`src/rtl/spi_tx.sv`:
```
// SPI mode-0 controller transmitter: serialises DATA_WIDTH bits MSB first on data_out/data_clk_out/sel_out.
// Define SPI_TX_CS_GAP_EN to hold sel_out high (busy_out still high) for DATA_CLK_PERIOD cycles after each frame.
module spi_tx #(
  parameter int DATA_WIDTH      = 8,
  parameter int DATA_CLK_PERIOD = 20
) (
  input  logic                  clk_in,
  input  logic                  rst_in,
  input  logic [DATA_WIDTH-1:0] data_in,
  input  logic                  trigger_in,
  output logic                  data_out,
  output logic                  data_clk_out,
  output logic                  sel_out,
  output logic                  busy_out
);

  localparam int HALF = DATA_CLK_PERIOD / 2;
  localparam int HCW  = (HALF > 1) ? $clog2(HALF) : 1;
  localparam int BCW  = $clog2(DATA_WIDTH);

`ifdef SPI_TX_CS_GAP_EN
  localparam int GCW = $clog2(DATA_CLK_PERIOD);
  typedef enum logic [1:0] {IDLE, TRANSMIT, GAP} state_t;
  logic [GCW-1:0] gap_cnt_reg;
`else
  typedef enum logic [1:0] {IDLE, TRANSMIT} state_t;
`endif

  state_t                state_reg;
  logic [DATA_WIDTH-1:0] shift_reg;
  logic [BCW-1:0]        bit_cnt_reg;
  logic [HCW-1:0]        half_cnt_reg;

  always_ff @(posedge clk_in) begin
    if (rst_in) begin
      state_reg    <= IDLE;
      shift_reg    <= '0;
      bit_cnt_reg  <= '0;
      half_cnt_reg <= '0;
      data_out     <= 1'b0;
      data_clk_out <= 1'b0;
      sel_out      <= 1'b1;
      busy_out     <= 1'b0;
`ifdef SPI_TX_CS_GAP_EN
      gap_cnt_reg  <= '0;
`endif
    end else begin
      case (state_reg)
        IDLE: begin
          if (trigger_in) begin
            shift_reg    <= data_in;
            bit_cnt_reg  <= '0;
            half_cnt_reg <= '0;
            data_out     <= data_in[DATA_WIDTH-1];
            data_clk_out <= 1'b0;
            sel_out      <= 1'b0;
            busy_out     <= 1'b1;
            state_reg    <= TRANSMIT;
          end
        end

        TRANSMIT: begin
          if (half_cnt_reg == HCW'(HALF - 1)) begin
            half_cnt_reg <= '0;
            data_clk_out <= ~data_clk_out;
            // Only the falling toggle moves data; the rising toggle is the receiver's sample point.
            if (data_clk_out) begin
              if (bit_cnt_reg == BCW'(DATA_WIDTH - 1)) begin
                data_clk_out <= 1'b0;
                sel_out      <= 1'b1;
                data_out     <= 1'b0;
`ifdef SPI_TX_CS_GAP_EN
                gap_cnt_reg  <= '0;
                state_reg    <= GAP;
`else
                busy_out     <= 1'b0;
                state_reg    <= IDLE;
`endif
              end else begin
                shift_reg   <= shift_reg << 1;
                data_out    <= shift_reg[DATA_WIDTH-2];
                bit_cnt_reg <= bit_cnt_reg + 1'b1;
              end
            end
          end else begin
            half_cnt_reg <= half_cnt_reg + 1'b1;
          end
        end

`ifdef SPI_TX_CS_GAP_EN
        GAP: begin
          if (gap_cnt_reg == GCW'(DATA_CLK_PERIOD - 1)) begin
            busy_out  <= 1'b0;
            state_reg <= IDLE;
          end else begin
            gap_cnt_reg <= gap_cnt_reg + 1'b1;
          end
        end
`endif

        default: state_reg <= IDLE;
      endcase
    end
  end

endmodule
```
`config.mk`:
```
export PLATFORM = sky130hd
export DESIGN_NAME = spi_tx
export DESIGN_NICKNAME = d
export VERILOG_FILES = /design/src/rtl/spi_tx.sv
export SDC_FILE = /design/constraint.sdc
export NUM_CORES = 1
export LEC_CHECK = 0
export ABC_AREA = 1
export CAP_MARGIN = 0
export CORE_ASPECT_RATIO = 0.75
export CORE_MARGIN = 2
export CORE_UTILIZATION = 30
export CTS_CLUSTER_DIAMETER = 100
export DETAILED_ROUTE_END_ITERATION = 7
export DONT_BUFFER_PORTS = 1
export PLACE_DENSITY_LB_ADDON = 0.25
export SLEW_MARGIN = 20
export SYNTH_ARGS = -nofsm -noshare
export SYNTH_HDL_FRONTEND = slang
export SYNTH_SLANG_ARGS = --single-unit
```
`constraint.sdc`:
```
create_clock -name clk_in -period 1.95 [get_ports clk_in]
set_clock_uncertainty 0.2 [all_clocks]
set_input_delay 0.0975 -clock clk_in [delete_from_list [all_inputs] [get_ports clk_in]]
set_output_delay 0.0975 -clock clk_in [all_outputs]
set_load 0.1 [all_outputs]
```
==> impl_metrics.toml <==
[worst_hold_path]
hold_path_end = "data_clk_out$_SDFFE_PP0P_"
hold_class = "reg2reg"
hold_depth = 2
hold_start = "data_clk_out$_SDFFE_PP0P_"

[clock_tree]
cts_setup_buffers = 0
clock_sinks = 18
ctsHoldBuffers = 10
cts-root-buf = "clkbuf_8"
cts.clk_slew.worst_paths_ns = 0.07
cts_htree_levels = 1
clk_latency_ns = 0.25
numCtsBuffers = 3
tritoncts = "built"
cts_resized = 0
cts_buffer_depth = 2

[synthesis]
syn_area_per_cell_um2 = 7.339
yosysTopAreaCell = "dfxtp_1"
synth.distinct_cells = 20
yosys_warnings = 0
ys_ff_latch = 18
syn_nets = 149
seq_area_frac_synth = 0.3664
yosysTopAreaCellShare = 0.3664
synthesis.area_um2 = 983.4
synth_cells = 134
netlist_top_cells_area = "dfxtp_1 37%, nand2_1 12%, nor2_1 6.1%"

[global_route]
grt_pass1_wl_um = 3712
grt_use_total = 0.1287
grt-ovfl-total = 0
antenna_found_initial = 0
grt_max_degree = 16
first_global_vias = 817

[worst_setup_path]
critPathMaxFanout = 15
critical_path.startpoint = "half_cnt_reg[0]$_SDFFE_PP0P_"
rr_endpoint = "shift_reg[4]$_SDFFE_PP0P_"
ff2ff_path_depth = 7
timing.critical_path.mode_cell = "nand2_1"
critical_path_class = "reg2reg"
cp.buffers_inverters = 0
critical_path.top_delay_family = "simple AND/OR/NAND/NOR gates"
startpoint_type = "flip-flop"
rrSetupSlack_ns = 0.32
cp.required_ns = 1.93
arrival_ns = 1.61
slowest_stage = "dfxtp_1"
cpPeakStageDelay_ns = 0.41
r2r-start = "half_cnt_reg[0]$_SDFFE_PP0P_"
cp-end-kind = "flip-flop"
crit_chain = "ha_1 > nand3_2 > nand2_4 > nand3_4 > nand2_1 > nand2_1 > nor2_1"

[route]
drt_pass1_iterations = 4
routed_wl_um = 2030
num_vias = 838
ant_nets = 0
drc = 0
drt_iter0_markers = 66
wl_per_cell_um = 11.03
wl_met1_um = 999
maxUsedRoutingLayer = "met4"
met2WireLength_um = 882
vias_per_cell = 4.554
dr_wl_met3_um = 124

[outcome]
status = "complete, no violations"

[sta]
finalWorstPathRequiredPeriod_ns = 1.626
tightest_slew_ns = 0.4470
hold_slack_ns = 0.2787
finalWorstSetupSlack_ns = 0.3238
rsz0062_at_grt = "false"
setup_viol = 0
tns_ns = 0
fmax_ghz = 0.6149
hold_viol_final = 0
min_period_over_period = 0.8340
slew_headroom = 0.7010
maxSlewViolCount = 0

[die]
die_area_um2 = 3757
ios = 15
initial_core_util = 0.3233
die_w_um = 70.11
rows = 17
core-area_um2 = 3042
die_y_um = 53.59

[layout]
multi_input_area_um2 = 515.5
diodes = 0
area_growth_pct = 17.68
drive_gt1_frac = 0.1781
n_fill_cell = 330
nNetsFinal = 163
seq_area_um2 = 362.8
largest_reg_flops = 7
final_common_cell = "nand2_1"
mostFrequentLayoutCells = "32 x nand2_1, 16 x nor2_1, 16 x dfxtp_1"

[power_and_ir_drop]
p_leak_nw = 0.4989
sequentialPowerShare = 0.470
power_density_nw_per_um2 = 759.4
combPwrFrac = 0.238
p_sw_frac = 0.3237
power_w = 0.0008790
ir_drop_mv = 0.3241
pwr-share-clk = 0.292
intPower_w = 0.0005945
switchingPower_w = 0.0002845

[place]
pre_cts_ws_ns = 0.3541
place.gp.congestion = 0.7439
hpwl_um = 1459
portBuffers = 0

[flow_run]
drv_cap = 0
-- per-layer routing --
| metal | vias up | global-route usage |
|---|---|---|
| met1 | 362 | 0.1584 |
| met2 | 15 | 0.2016 |
| li1 | 457 | - |
| met3 | 4 | 0.05993 |
| met4 | 0 | 0.04487 |
| met5 | - | 0 |
-- tightest hold or removal path, cell delays in order, from the launching register on --
cell,delay (ns)
dfxtp_2,0.33
nand2_1,0.06
a21oi_1,0.05
-- how the worst max path moves through the flow --
| stage | end | slack, ns | depth (start not counted) |
|---|---|---|---|
| after detailed placement | shift_reg[2]$_SDFFE_PP0P_ | 0.35 | 6 |
| final | shift_reg[4]$_SDFFE_PP0P_ | 0.32 | 7 |
| after global placement | shift_reg[2]$_SDFFE_PP0P_ | 0.38 | 6 |
| after global routing | shift_reg[4]$_SDFFE_PP0P_ | 0.09 | 7 |
| after CTS | shift_reg[4]$_SDFFE_PP0P_ | 0.33 | 7 |
| after floorplan | shift_reg[6]$_SDFFE_PP0P_ | 0.26 | 6 |
-- power groups by stage --
stage                     registers [W]  logic, W  clock network, W
after floorplan                0.000467  0.000126                 0
after global placement         0.000420  0.000188                 0
after detailed placement       0.000420  0.000190                 0
after CTS                      0.000412  0.000212          0.000270
after global routing           0.000416  0.000238          0.000286
final                          0.000413  0.000210          0.000256
-- logic make-up after synthesis --
logic type	count (synthesis)	synth area share
fa+ha+maj	4	0.05089
buf+inv	21	0.1094
compound gates	18	0.1120
simple gates	73	0.3613
flops	18	0.3664
-- synthesized netlist by cell type, drive strengths merged --
cell	count
nand2	40
dfxtp	18
nor2	16
inv	15
nand3	11
a21oi	10
o21ai	7
nand4	6
buf	5
ha	4
clkinv	1
o22ai	1
-- through the flow --
stage / util / std cells / area [um2]
2_1_floorplan: - / 134 / 985.9
3_3_place_gp: 0.3340 / 171 / 1016
3_5_place_dp: 0.3340 / 171 / 1016
4_1_cts: 0.3805 / 184 / 1157
5_1_grt: 0.3805 / 184 / 1157
6_report: 0.3805 / 184 / 1157
-- cell type report --
cell class | instances | share of cell area
Timing Repair Buffer | 14 | 0.1124
Inverter | 16 | 0.05189
Clock buffer | 3 | 0.03568
Tap cell | 38 | 0.04108
Sequential cell | 18 | 0.3135
Multi-Input combinational cell | 95 | 0.4454
Note: power is estimated with default switching activity, not from simulation.
